## src/rtl/pipe_ctrl.sv

```systemverilog
// Pipeline hazard/trap controller: sequences stalls, flushes and PC redirects
// for the five-stage core, including trap entry/return and the post-reset boot.
module pipe_ctrl #(
  parameter logic [31:0] RESET_PC     = 32'h0000_0000,
  parameter int          DRAIN_CYCLES = 2
) (
  input  logic        clk,
  input  logic        rst_n,
  input  logic        dmem_busy,
  input  logic        data_hazard,
  input  logic        branch_taken,
  input  logic [31:0] branch_target,
  input  logic        ex_ins_misalign,
  input  logic        ex_ins_illegal,
  input  logic        ex_ecall,
  input  logic        ex_ebreak,
  input  logic        ex_trap_return,
  input  logic [31:0] ex_pc,
  input  logic [31:0] mtvec,
  input  logic [31:0] mepc,
  output logic        pipe_flush,
  output logic        pipe_stall,
  output logic        pc_redirect,
  output logic [31:0] pc_target,
  output logic        trap_enter,
  output logic [3:0]  trap_cause,
  output logic [31:0] trap_epc,
  output logic        trap_ret,
  output logic [1:0]  ctrl_state
);

  typedef enum logic [1:0] {
    RUN   = 2'd0,
    STALL = 2'd1,
    DRAIN = 2'd2,
    BOOT  = 2'd3
  } state_t;

  localparam logic [3:0] DRAIN_INIT = 4'(DRAIN_CYCLES - 1);

  state_t     state_reg, state_next;
  logic [3:0] cnt_reg, cnt_next;

  logic ex_valid;
  logic trap_evt;
  logic ret_evt;

  // mtvec is word aligned on redirect; its mode bits are deliberately dropped
  logic unused_mtvec_bits;
  assign unused_mtvec_bits = &{1'b0, mtvec[1:0]};

  assign ex_valid = (ex_pc != 32'hffff_ffff);
  assign trap_evt = ex_valid & (ex_ins_misalign | ex_ins_illegal | ex_ecall | ex_ebreak);
  assign ret_evt  = ex_valid & ex_trap_return;

  always_ff @(posedge clk or negedge rst_n) begin
    if (!rst_n) begin
      state_reg <= BOOT;
      cnt_reg   <= 4'd0;
    end else begin
      state_reg <= state_next;
      cnt_reg   <= cnt_next;
    end
  end

  always_comb begin
    state_next  = state_reg;
    cnt_next    = cnt_reg;
    pipe_flush  = 1'b0;
    pipe_stall  = 1'b0;
    pc_redirect = 1'b0;
    pc_target   = 32'd0;
    trap_enter  = 1'b0;
    trap_cause  = 4'd0;
    trap_epc    = 32'd0;
    trap_ret    = 1'b0;

    case (state_reg)
      BOOT: begin
        pipe_flush  = 1'b1;
        pc_redirect = 1'b1;
        pc_target   = RESET_PC;
        state_next  = DRAIN;
        cnt_next    = DRAIN_INIT;
      end

      DRAIN: begin
        pipe_flush = 1'b1;
        if (dmem_busy) begin
          pipe_stall = 1'b1;
        end else if (cnt_reg == 4'd0) begin
          state_next = RUN;
        end else begin
          cnt_next = cnt_reg - 4'd1;
        end
      end

      // STALL with dmem_busy released behaves exactly like RUN in that cycle
      default: begin
        if (dmem_busy) begin
          pipe_stall = 1'b1;
          state_next = STALL;
        end else if (trap_evt) begin
          trap_enter  = 1'b1;
          pipe_flush  = 1'b1;
          pc_redirect = 1'b1;
          pc_target   = {mtvec[31:2], 2'b00};
          trap_epc    = ex_pc;
          if (ex_ins_misalign)     trap_cause = 4'd0;
          else if (ex_ins_illegal) trap_cause = 4'd2;
          else if (ex_ebreak)      trap_cause = 4'd3;
          else                     trap_cause = 4'd11;
          state_next  = DRAIN;
          cnt_next    = DRAIN_INIT;
        end else if (ret_evt) begin
          trap_ret    = 1'b1;
          pipe_flush  = 1'b1;
          pc_redirect = 1'b1;
          pc_target   = mepc;
          state_next  = DRAIN;
          cnt_next    = DRAIN_INIT;
        end else begin
          state_next = RUN;
          if (branch_taken) begin
            pipe_flush  = 1'b1;
            pc_redirect = 1'b1;
            pc_target   = branch_target;
          end
        end
      end
    endcase
  end

  assign ctrl_state = state_reg;

endmodule

```

## config.mk

```make
export PLATFORM = sky130hd
export DESIGN_NAME = pipe_ctrl
export DESIGN_NICKNAME = d
export VERILOG_FILES = /design/src/rtl/pipe_ctrl.sv
export SDC_FILE = /design/constraint.sdc
export NUM_CORES = 1
export LEC_CHECK = 0
export BUFFER_PORTS_ARGS = -buffer_cell sky130_fd_sc_hd__buf_2
export CAP_MARGIN = 10
export CELL_PAD_IN_SITES_DETAIL_PLACEMENT = 1
export CELL_PAD_IN_SITES_GLOBAL_PLACEMENT = 2
export CORE_UTILIZATION = 16
export DETAILED_ROUTE_END_ITERATION = 12
export PLACE_DENSITY_LB_ADDON = 0.1
export SKIP_LAST_GASP = 1
export SYNTH_ARGS = -nofsm -noshare
export SYNTH_HDL_FRONTEND = slang
export SYNTH_SLANG_ARGS = --single-unit
```

## constraint.sdc

```tcl
create_clock -name clk -period 5.6 [get_ports clk]
set_clock_uncertainty 0.1 [all_clocks]
set_input_delay 1.12 -clock clk [delete_from_list [all_inputs] [get_ports clk]]
set_output_delay 1.12 -clock clk [all_outputs]
set_load 0.005 [all_outputs]
```

==> results of run 1 <==
-- cells in the final DEF (no fill, tap or decap), types with 3 or more instances in the layout --
cell type    n
o22ai_2     29
nand2_1     34
buf_4        5
nor2_1       9
o21ai_0      4
buf_2      208
dfrtp_1      4
nand4_1      8
a21oi_1     35
inv_1        5
and3_1      30
clkbuf_8     3
nand3_1      3
and2_1      33
-- routing by layer --
| layer | GRT usage (%) | vias up | wire [um] |
|---|---|---|---|
| li1 | - | 1305 | - |
| met1 | 17.80 | 1248 | 3774 |
| met2 | 27.79 | 78 | 4839 |
| met3 | 3.208 | 3 | 592 |
| met4 | 2.055 | 0 | 35 |
| met5 | 0 | - | 0 |
-- final timing paths --
| kind | from | to | cells past startpoint |
|---|---|---|---|
| min in group asynchronous | rst_n | cnt_reg[3]$_DFFE_PN0P_ | 1 |
| max reg2reg | cnt_reg[0]$_DFFE_PN0P_ | cnt_reg[0]$_DFFE_PN0P_ | 5 |
| max in group asynchronous | rst_n | ctrl_state[1]$_DFFE_PN1P_ | 1 |
| min reg2reg | cnt_reg[1]$_DFFE_PN0P_ | cnt_reg[1]$_DFFE_PN0P_ | 2 |
| max | ex_ins_misalign | trap_cause[3] | 6 |
| min | cnt_reg[1]$_DFFE_PN0P_ | cnt_reg[1]$_DFFE_PN0P_ | 2 |
-- logic make-up (layout without fill, tap and decap cells) --
group	Yosys count	after routing
DFF	6	6
buffers and inverters	32	221
adders and majority gates	2	2
AOI/OAI and AO/OA	81	81
and+or+nand+nor	131	131
other	1	2
-- final cells by class --
cell class	instances	area, um^2
fillers	1415	7915
multi-input cells	215	1456
repair buffers	213	1079
well taps	140	175.2
flip-flops and latches	6	152.6
clock buffers	3	41.29
inverters	5	18.77
diodes	1	2.502
-- worst max-delay path, cell delays in order --
cell and delay (ns):
buf_2 0.14, or4_1 0.54, buf_4 0.38, o211a_1 0.70
nor4b_1 0.30, buf_2 0.16
-- synthesized netlist by cell type, types with 3 or more instances --
library cell / count / area share (%)
a21oi_1: 35 / 9.8
and2_1: 33 / 12
and3_1: 30 / 11
buf_2: 3 / 0.84
buf_6: 7 / 4.4
clkbuf_1: 15 / 3.2
dfrtp_1: 4 / 5.6
inv_1: 5 / 1.1
nand2_1: 34 / 7.2
nand3_1: 3 / 0.84
nand4_1: 8 / 2.8
nor2_1: 9 / 1.9
o21ai_0: 4 / 1.1
o22ai_2: 29 / 20
-- power groups by stage --
| stage | clock [mW] | sequential, mW | combinational (mW) |
|---|---|---|---|
| 3_3_place_gp | 0 | 0.0971 | 0.384 |
| 4_1_cts | 0.0695 | 0.0970 | 0.389 |
| 6_report | 0.0657 | 0.0969 | 0.382 |
| 3_5_place_dp | 0 | 0.0975 | 0.388 |
| 5_1_grt | 0.0712 | 0.101 | 0.423 |
| 2_1_floorplan | 0 | 0.0812 | 0.242 |
-- per-stage QoR --
stage	std cells	power (mW)	hold slack [ns]	setup WS (ns)
6_report	583	0.5448	0.4856	1.033
5_1_grt	582	0.5958	0.5430	0.8281
4_1_cts	582	0.5560	0.4980	0.9504
3_5_place_dp	579	0.4852	0.4841	0.9753
3_3_place_gp	579	0.4807	0.4792	0.9734
2_1_floorplan	253	0.3230	0.4271	2.007
==> summary.txt, run 1 <==
Synthesized-area fraction occupied by adder cells: 1.404%
Largest family of logic cells by synthesized area: simple AND/OR/NAND/NOR gates
Detailed placement HPWL: 7.132 mm
H-tree Lvls: 1
Yosys warning count: 0
Internal power: 0.2934 mW
Fmax: 218.9 MHz
Startpoint Class: primary input
Req. time, crit path: 4.38 ns
Synth Area in XOR/XNOR: 0%
Layout Utilization: 26.99%
Nets: 584
Reg-to-reg slack, setup: 3.63 ns
Mapped cell area: 1782 um^2
First-pass GRT wire length: 13.68 mm
Critical path peak fanout: 34
Leak Pwr: 1.552 nW
Largest net degree at the start of global routing: 37
DIE AREA: 11560 um^2
Final max-slew violation count: 0
Instance count of the mapped netlist: 253
Inserted Clock Buffers: 3
Post-synth cell types: 40
Gpl congestion: 0.7473
Ports: 213
Critical Path End Type: output port
Worst slew margin: 25.75%
RSZ-0062 raised after global routing: no
Post-route ant nets: 0
Die Y: 107.5 um
Antenna violations before repair: 1
Post-Synth Simple-Gate Area: 40.66%
Starting Density: 16.44%
Hold buffers post-CTS: 0
Critical Path AT: 3.35 ns
# rows: 38
Number of flops mapped to enable cells by yosys: 0
Clock-pin slew on the worst setup and hold paths: 0.03 ns
Final Hold Vio Count: 0
All-Layer GR Usage: 14.97%
Async set-reset flop share out of synthesis: 100.0%
Ratio of cells with drive above 1 in the final layout: 57.92%
Switch Pwr: 0.2514 mW
Sequential share of the synthesized area: 8.567%
CTS tree: done
Hold Path Class: reg -> reg
Core area: 10840 um^2
Max reg flops: 4
Clock Latency Late Sink: 0.23 ns
Syn Nets: 393
TritonCTS Sinks: 6
Clock root cell: clkbuf_8
Final worst path period share: 81.56%
CP Class: in -> out
DRC Markers: 0
Sw frac: 46.14%
Post-CTS Setup Bufs: 0
Final setup TNS: 0 ns
Status: finished clean
PortBufs: 208
Vias in the first global route: 2594
Top_reg_cell synth: dfrtp_1
Clock network fraction of total power: 12.1%
Worst IR Drop VDD: 0.09879 mV
Via-to-Cell Ratio: 4.518
CTS Buffer Depth: 2
Worst slew pin tran: 1.114 ns
Routed WL per cell: 15.85 um
Post-synthesis register bit count: 6
Setup Viol. Count Final: 0
Period minus WS final: 4.567 ns
Syn avg cell area: 7.042 um^2
Power Dens Cells: 186.3 nW/um^2
Comb power frac: 70.2%
Sequential power share: 17.8%
Area of placed instances: 2882 um^2
Compound-Gate Fraction of Synth Area: 39.04%
CTS resizes: 0
Max cap viols: 0
Die width: 107.5 um
Synthesis-to-finish area growth: 64.19%
Finished Cell Area: 2925 um^2
Post-synthesis mux area share: 0%
DR iter-0 viols: 64
DR vias: 2634
GRT overflow: 0
DR pass1 iterations: 4
Final WL: 9.241 mm
Note: power is estimated with default switching activity, not from simulation.
==> run 2: changes to the inputs <==
--- a/config.mk
+++ b/config.mk
@@ -9,7 +9,7 @@
 export CAP_MARGIN = 10
 export CELL_PAD_IN_SITES_DETAIL_PLACEMENT = 1
 export CELL_PAD_IN_SITES_GLOBAL_PLACEMENT = 2
-export CORE_UTILIZATION = 16
+export CORE_UTILIZATION = 14
 export DETAILED_ROUTE_END_ITERATION = 12
 export PLACE_DENSITY_LB_ADDON = 0.1
 export SKIP_LAST_GASP = 1
==> constraint.sdc (replaced) <==
create_clock -name clk -period 4.48 [get_ports clk]
set_clock_uncertainty 0.1 [all_clocks]
set_input_delay 0.896 -clock clk [delete_from_list [all_inputs] [get_ports clk]]
set_output_delay 0.896 -clock clk [all_outputs]
set_load 0.005 [all_outputs]
==> run 2 against run 1 <==
Effect of this change:
- global-route usage shrank 0.25 points
- total power grew 40%
- register-to-register slack lost 1.1 ns
- via count grew 2.2%
- hold slack lost 0.099 ns
- final area grew 3.3%
- combinational power grew 27%
- largest cell class unchanged
==> summary.txt, run 2 (synthesized netlist as in run 1, its figures left out) <==
Via-to-Cell Ratio: 4.393 (-2.8%)
Commonest non-fill, non-tap cell in the layout: buf_2
DR pass1 iterations: 3 (-1)
Setup Viol. Count Final: 0 (unchanged)
Final setup TNS: 0 ns (unchanged)
Startpoint Class: primary input
Critical path peak fanout: 34 (unchanged)
DR vias: 2693 (+2.2%)
Status: finished clean
Power Dens Cells: 252.6 nW/um^2 (+36%)
Crit path max-delay cell type: or4_1
# rows: 40 (+5.3%)
DR iter-0 viols: 94 (+47%)
Hold Path Class: in -> async
Final worst path period share: 83.20%
Ratio of cells with drive above 1 in the final layout: 57.98% (+0.059 points)
CP most frequent cell: buf_2
Max cap viols: 0 (unchanged)
Leak Pwr: 1.583 nW (+2.0%)
Worst slew margin: 27.70% (+1.9 points)
Post-CTS Setup Bufs: 0 (unchanged)
PortBufs: 208 (unchanged)
Critical Path AT: 2.73 ns (-0.62 ns)
Fmax: 268.3 MHz
Slowest cell delay on critical path: 0.65 ns (-0.05 ns)
GRT overflow: 0 (unchanged)
Routed WL per cell: 16.02 um (+1.1%)
CTS Buffer Depth: 2 (unchanged)
Post-route ant nets: 0 (unchanged)
H-tree Lvls: 1 (unchanged)
Crit-path leading delay family: compound AO/OA/AOI/OAI gates
All-Layer GR Usage: 14.72% (-0.25 points)
Most frequent cells in the layout: 208 x buf_2, 35 x a21oi_1, 34 x nand2_1
GRT met1 Usage: 16.70% (-1.1 points)
Antenna Cells: 0 (-1)
Worst slew pin tran: 1.085 ns (-0.02921 ns)
TritonCTS Sinks: 6 (unchanged)
Clock Latency Late Sink: 0.24 ns (about the same)
Grt met2 use: 27.27% (-0.52 points)
Clock root cell: clkbuf_16
Final WL: 9.822 mm (+6.3%)
Core area: 12210 um^2 (+13%)
Starting Density: 14.59% (-1.8 points)
Worst path bufs/invs: 2 (-1)
Req. time, crit path: 3.48 ns (-0.90 ns)
DIE AREA: 13180 um^2 (+14%)
Gpl congestion: 0.7393 (-1.1%)
DRC Markers: 0 (unchanged)
Period minus WS final: 3.727 ns
First-pass GRT wire length: 15.17 mm (+11%)
Nets: 586 (+0.34%)
Synthesis-to-finish area growth: 69.66%
Die width: 114.8 um (+6.8%)
Final Non-Filler Cells: 613 (+5.1%)
Clock-pin slew on the worst setup and hold paths: 0.04 ns (about the same)
Ports: 213 (unchanged)
Dpl cells: 609 (+5.2%)
Inserted Clock Buffers: 3 (unchanged)
Final WS setup: 0.7527 ns (-0.2799 ns)
Final max-slew violation count: 0 (unchanged)
Final Hold Vio Count: 0 (unchanged)
Met3 Use GR: 3.585% (+0.38 points)
Cells along the critical path: buf_2 -> or4_1 -> o22a_2 -> o22ai_1 -> buf_2
RSZ-0062 raised after global routing: no
Hold buffers post-CTS: 0 (unchanged)
Detailed placement HPWL: 7.550 mm (+5.9%)
Layout Utilization: 24.75% (-2.2 points)
Largest net degree at the start of global routing: 35 (-5.4%)
DP Worst Slack: 0.7316 ns (-0.2438 ns)
Die Y: 114.8 um (+6.8%)
CTS tree: done
CTS resizes: 0 (unchanged)
Vias in the first global route: 2861 (+10%)
Antenna violations before repair: 1 (unchanged)
Filler cells: 1584 (+12%)
Max reg flops: 4 (unchanged)
Worst IR Drop VDD: 0.1066 mV (+7.9%)
CP Class: in -> out
Most Crowded Layer GR: met2
Critical Path End Type: output port
## run 2: changes by cell type in the layout (fill, tap and decap cells not counted), sizes merged
cell,before,now
buf,213,215
clkbuf,3,4
diode,1,0
## run 2: cell type report
| type | count | area [um^2] | area share, % |
|---|---|---|---|
| timing repair buffer | 215 | 1106 | 36.59 |
| tap | 168 | 210.2 | 6.954 |
| clock buffer | 4 | 78.83 | 2.608 |
| sequential | 6 | 152.6 | 5.050 |
| inverter | 5 | 18.77 | 0.6209 |
| multi-input combinational | 215 | 1456 | 48.18 |
## run 2: metrics by stage
step	hold slack [ns]	power, mW	area [um^2]
4_1_cts	0.3972	0.7804	3023
3_5_place_dp	0.4688	0.6218	2944
3_3_place_gp	0.4531	0.6198	2944
6_report	0.3870	0.7637	3023
5_1_grt	0.4014	0.8390	3023
2_1_floorplan	0.4271	0.4038	1782
## run 2: worst paths after layout
path                                        start                   endpoint  slack (ns)  depth (start not counted)
max                                ex_ins_illegal              pc_target[27]        0.75                          5
min                                         rst_n     cnt_reg[2]$_DFFE_PN0P_        0.39                          1
max reg2reg                cnt_reg[0]$_DFFE_PN0P_     cnt_reg[0]$_DFFE_PN0P_        2.57                          5
min reg2reg                cnt_reg[1]$_DFFE_PN0P_     cnt_reg[1]$_DFFE_PN0P_        0.48                          2
max in group asynchronous                   rst_n  ctrl_state[0]$_DFFE_PN1P_        3.66                          1
min in group clk           cnt_reg[1]$_DFFE_PN0P_     cnt_reg[1]$_DFFE_PN0P_        0.48                          2
## run 2: report_power, final
group | total [mW] | switching (mW) | internal [mW] | leakage, nW
Combinational | 0.487 | 0.254 | 0.233 | 1.47
Sequential | 0.121 | 0.0388 | 0.0826 | 0.0716
Clock | 0.155 | 0.0364 | 0.119 | 0.0382
## run 2: layer usage
| layer | vias to the layer above | routed length [um] |
|---|---|---|
| li1 | 1309 | - |
| met2 | 93 | 5104 |
| met4 | 2 | 182 |
| met1 | 1274 | 3863 |
| met5 | - | 8 |
| met3 | 15 | 662 |
==> run 3: changes to the inputs <==
--- a/config.mk
+++ b/config.mk
@@ -9,7 +9,7 @@
 export CAP_MARGIN = 10
 export CELL_PAD_IN_SITES_DETAIL_PLACEMENT = 1
 export CELL_PAD_IN_SITES_GLOBAL_PLACEMENT = 2
-export CORE_UTILIZATION = 14
+export CORE_UTILIZATION = 13
 export DETAILED_ROUTE_END_ITERATION = 12
 export PLACE_DENSITY_LB_ADDON = 0.1
 export SKIP_LAST_GASP = 1
==> constraint.sdc (replaced) <==
create_clock -name clk -period 3.11 [get_ports clk]
set_clock_uncertainty 0.1 [all_clocks]
set_input_delay 0.622 -clock clk [delete_from_list [all_inputs] [get_ports clk]]
set_output_delay 0.622 -clock clk [all_outputs]
set_load 0.005 [all_outputs]
==> run 3 against run 2 <==
Effect of this change:
- utilization down 1.3 points
- sequential share of layout area shrank 0.15 points
- routed wire length rose by 3.1%
- worst setup slack worse by 0.59 ns
- non-clock buffer count rose by 4
- combinational power grew 49%
- critical path type unchanged
- critical endpoint is now pc_target[17]
- highest routed layer is now met4
==> summary.txt, run 3 (synthesized netlist as in run 1, its figures left out) <==
DR vias: 2703 (+0.37%)
Clock root cell: clkbuf_16
GRT overflow: 0 (unchanged)
Worst slew pin tran: 0.5774 ns (-0.5072 ns)
CTS tree: done
PortBufs: 208 (unchanged)
TritonCTS Sinks: 6 (unchanged)
FF-to-FF path depth: 5 (unchanged)
Power Dens Cells: 361.1 nW/um^2 (+43%)
Period minus WS final: 2.945 ns
Max cap viols: 0 (unchanged)
Nets: 590 (+0.68%)
Ratio of cells with drive above 1 in the final layout: 58.35% (+0.37 points)
Internal power: 0.6466 mW (+49%)
Ports: 213 (unchanged)
Antenna violations before repair: 0 (-1)
Hold Path Class: in -> async
Comb power frac: 64.8% (+1.0 points)
Switch Pwr: 0.4774 mW (+45%)
DIE AREA: 14180 um^2 (+7.6%)
Largest net degree at the start of global routing: 34 (-2.9%)
Final WL: 10.12 mm (+3.1%)
# rows: 42 (+5.0%)
Die Y: 119.1 um (+3.7%)
Final Hold Vio Count: 0 (unchanged)
Detailed placement HPWL: 7.924 mm (+4.9%)
All-Layer GR Usage: 13.70% (-1.0 points)
First-pass GRT wire length: 15.38 mm (+1.4%)
Critical path peak fanout: 19 (-44%)
Critical Path AT: 2.22 ns (-0.51 ns)
Worst setup path endpoint: pc_target[17]
RSZ-0062 raised after global routing: no
Reg2Reg Capture Point: cnt_reg[0]$_DFFE_PN0P_
Max reg flops: 4 (unchanged)
Commonest non-fill, non-tap cell in the layout: buf_2
Via-to-Cell Ratio: 4.325 (-1.6%)
Req. time, crit path: 2.39 ns (-1.09 ns)
Worst slew margin: 61.16% (+33 points)
Synthesis-to-finish area growth: 74.72%
Critical Path End Type: output port
Clock Latency Late Sink: 0.23 ns (about the same)
Post-CTS Setup Bufs: 0 (unchanged)
DRC Markers: 0 (unchanged)
Worst IR Drop VDD: 0.1600 mV (+50%)
CTS resizes: 0 (unchanged)
Hold buffers post-CTS: 0 (unchanged)
Gpl congestion: 0.7497 (+1.4%)
Starting Density: 13.40% (-1.2 points)
Final total power: 1.124 mW (+47%)
Clock-pin slew on the worst setup and hold paths: 0.04 ns (about the same)
CTS Buffer Depth: 2 (unchanged)
Inserted Clock Buffers: 3 (unchanged)
Most frequent cells in the layout: 208 x buf_2, 35 x a21oi_1, 34 x nand2_1
DR pass1 iterations: 3 (unchanged)
Worst r2r src: cnt_reg[0]$_DFFE_PN0P_
Vias in the first global route: 2811 (-1.7%)
DR iter-0 viols: 77 (-18%)
Final setup TNS: 0 ns (unchanged)
Sw frac: 42.47% (-0.71 points)
Setup Viol. Count Final: 0 (unchanged)
CP Class: in -> out
Status: finished clean
Final worst path period share: 94.70%
Filler cells: 1672 (+5.6%)
Post-route ant nets: 0 (unchanged)
Fmax: 339.5 MHz
Reg-to-reg slack, setup: 1.21 ns (-1.36 ns)
H-tree Lvls: 1 (unchanged)
Die width: 119.1 um (+3.7%)
Antenna Cells: 0 (unchanged)
Routed WL per cell: 16.20 um (+1.1%)
Final max-slew violation count: 0 (unchanged)
Clock network fraction of total power: 19.8% (-0.5 points)
Leak Pwr: 1.619 nW (+2.3%)
Critical Path Start: ex_pc[23]
Sequential power share: 15.5% (-0.4 points)
Core area: 13300 um^2 (+8.9%)
Startpoint Class: primary input
==> run 3: worst min-delay path by stage <==
| stage | from | slack (ns) | endpoint | depth (start not counted) |
|---|---|---|---|---|
| final | rst_n | 0.11 | cnt_reg[3]$_DFFE_PN0P_ | 1 |
| after global routing | rst_n | 0.13 | cnt_reg[3]$_DFFE_PN0P_ | 1 |
| after CTS | rst_n | 0.12 | cnt_reg[3]$_DFFE_PN0P_ | 1 |
| after detailed placement | rst_n | 0.36 | cnt_reg[3]$_DFFE_PN0P_ | 1 |
| after global placement | rst_n | 0.36 | cnt_reg[3]$_DFFE_PN0P_ | 1 |
| after floorplan | rst_n | 0.23 | cnt_reg[0]$_DFFE_PN0P_ | 0 |
==> run 3: layer usage <==
layer  vias up  global-route usage, %  routed length [um]
li1       1317                      -                   -
met1      1300                  16.25                4154
met2        82                  25.76                5337
met3         4                  2.682                 586
met4         0                  1.661                  46
met5         -                      0                   0
==> run 3: layout make-up <==
class	count	area (um^2)	share of cell area (%)
tap	176	220.2	7.074
timing repair buffer	219	1186	38.10
multi-input combinational	215	1456	46.78
inverter	5	18.77	0.6029
sequential	6	152.6	4.904
clock buffer	4	78.83	2.532
==> run 3: power groups by stage <==
stage / combinational, mW / clock (mW) / sequential (mW)
after CTS: 0.746 / 0.225 / 0.175
after floorplan: 0.435 / 0 / 0.146
after global routing: 0.812 / 0.229 / 0.182
after global placement: 0.737 / 0 / 0.175
final: 0.728 / 0.222 / 0.174
after detailed placement: 0.742 / 0 / 0.175
==> run 3: worst max-delay path, stage by stage <==
cell and delay [ns]:
buf_2 0.10, nand4_1 0.09, or4_4 0.59, o22a_2 0.29, buf_4 0.25, o22ai_2 0.12, buf_2 0.15
==> run 3: stage by stage <==
stage          utilization [%]  hold slack [ns]  worst slack, ns  std cells  instance area [um^2]
2_1_floorplan                -           0.2264           0.5128        253                  1782
3_3_place_gp             22.82           0.3647           0.1637        621                  3034
3_5_place_dp             22.82           0.3632           0.1534        621                  3034
4_1_cts                  23.41           0.1204           0.1489        625                  3113
5_1_grt                  23.41           0.1262          0.08918        625                  3113
6_report                 23.41           0.1122           0.1648        625                  3113
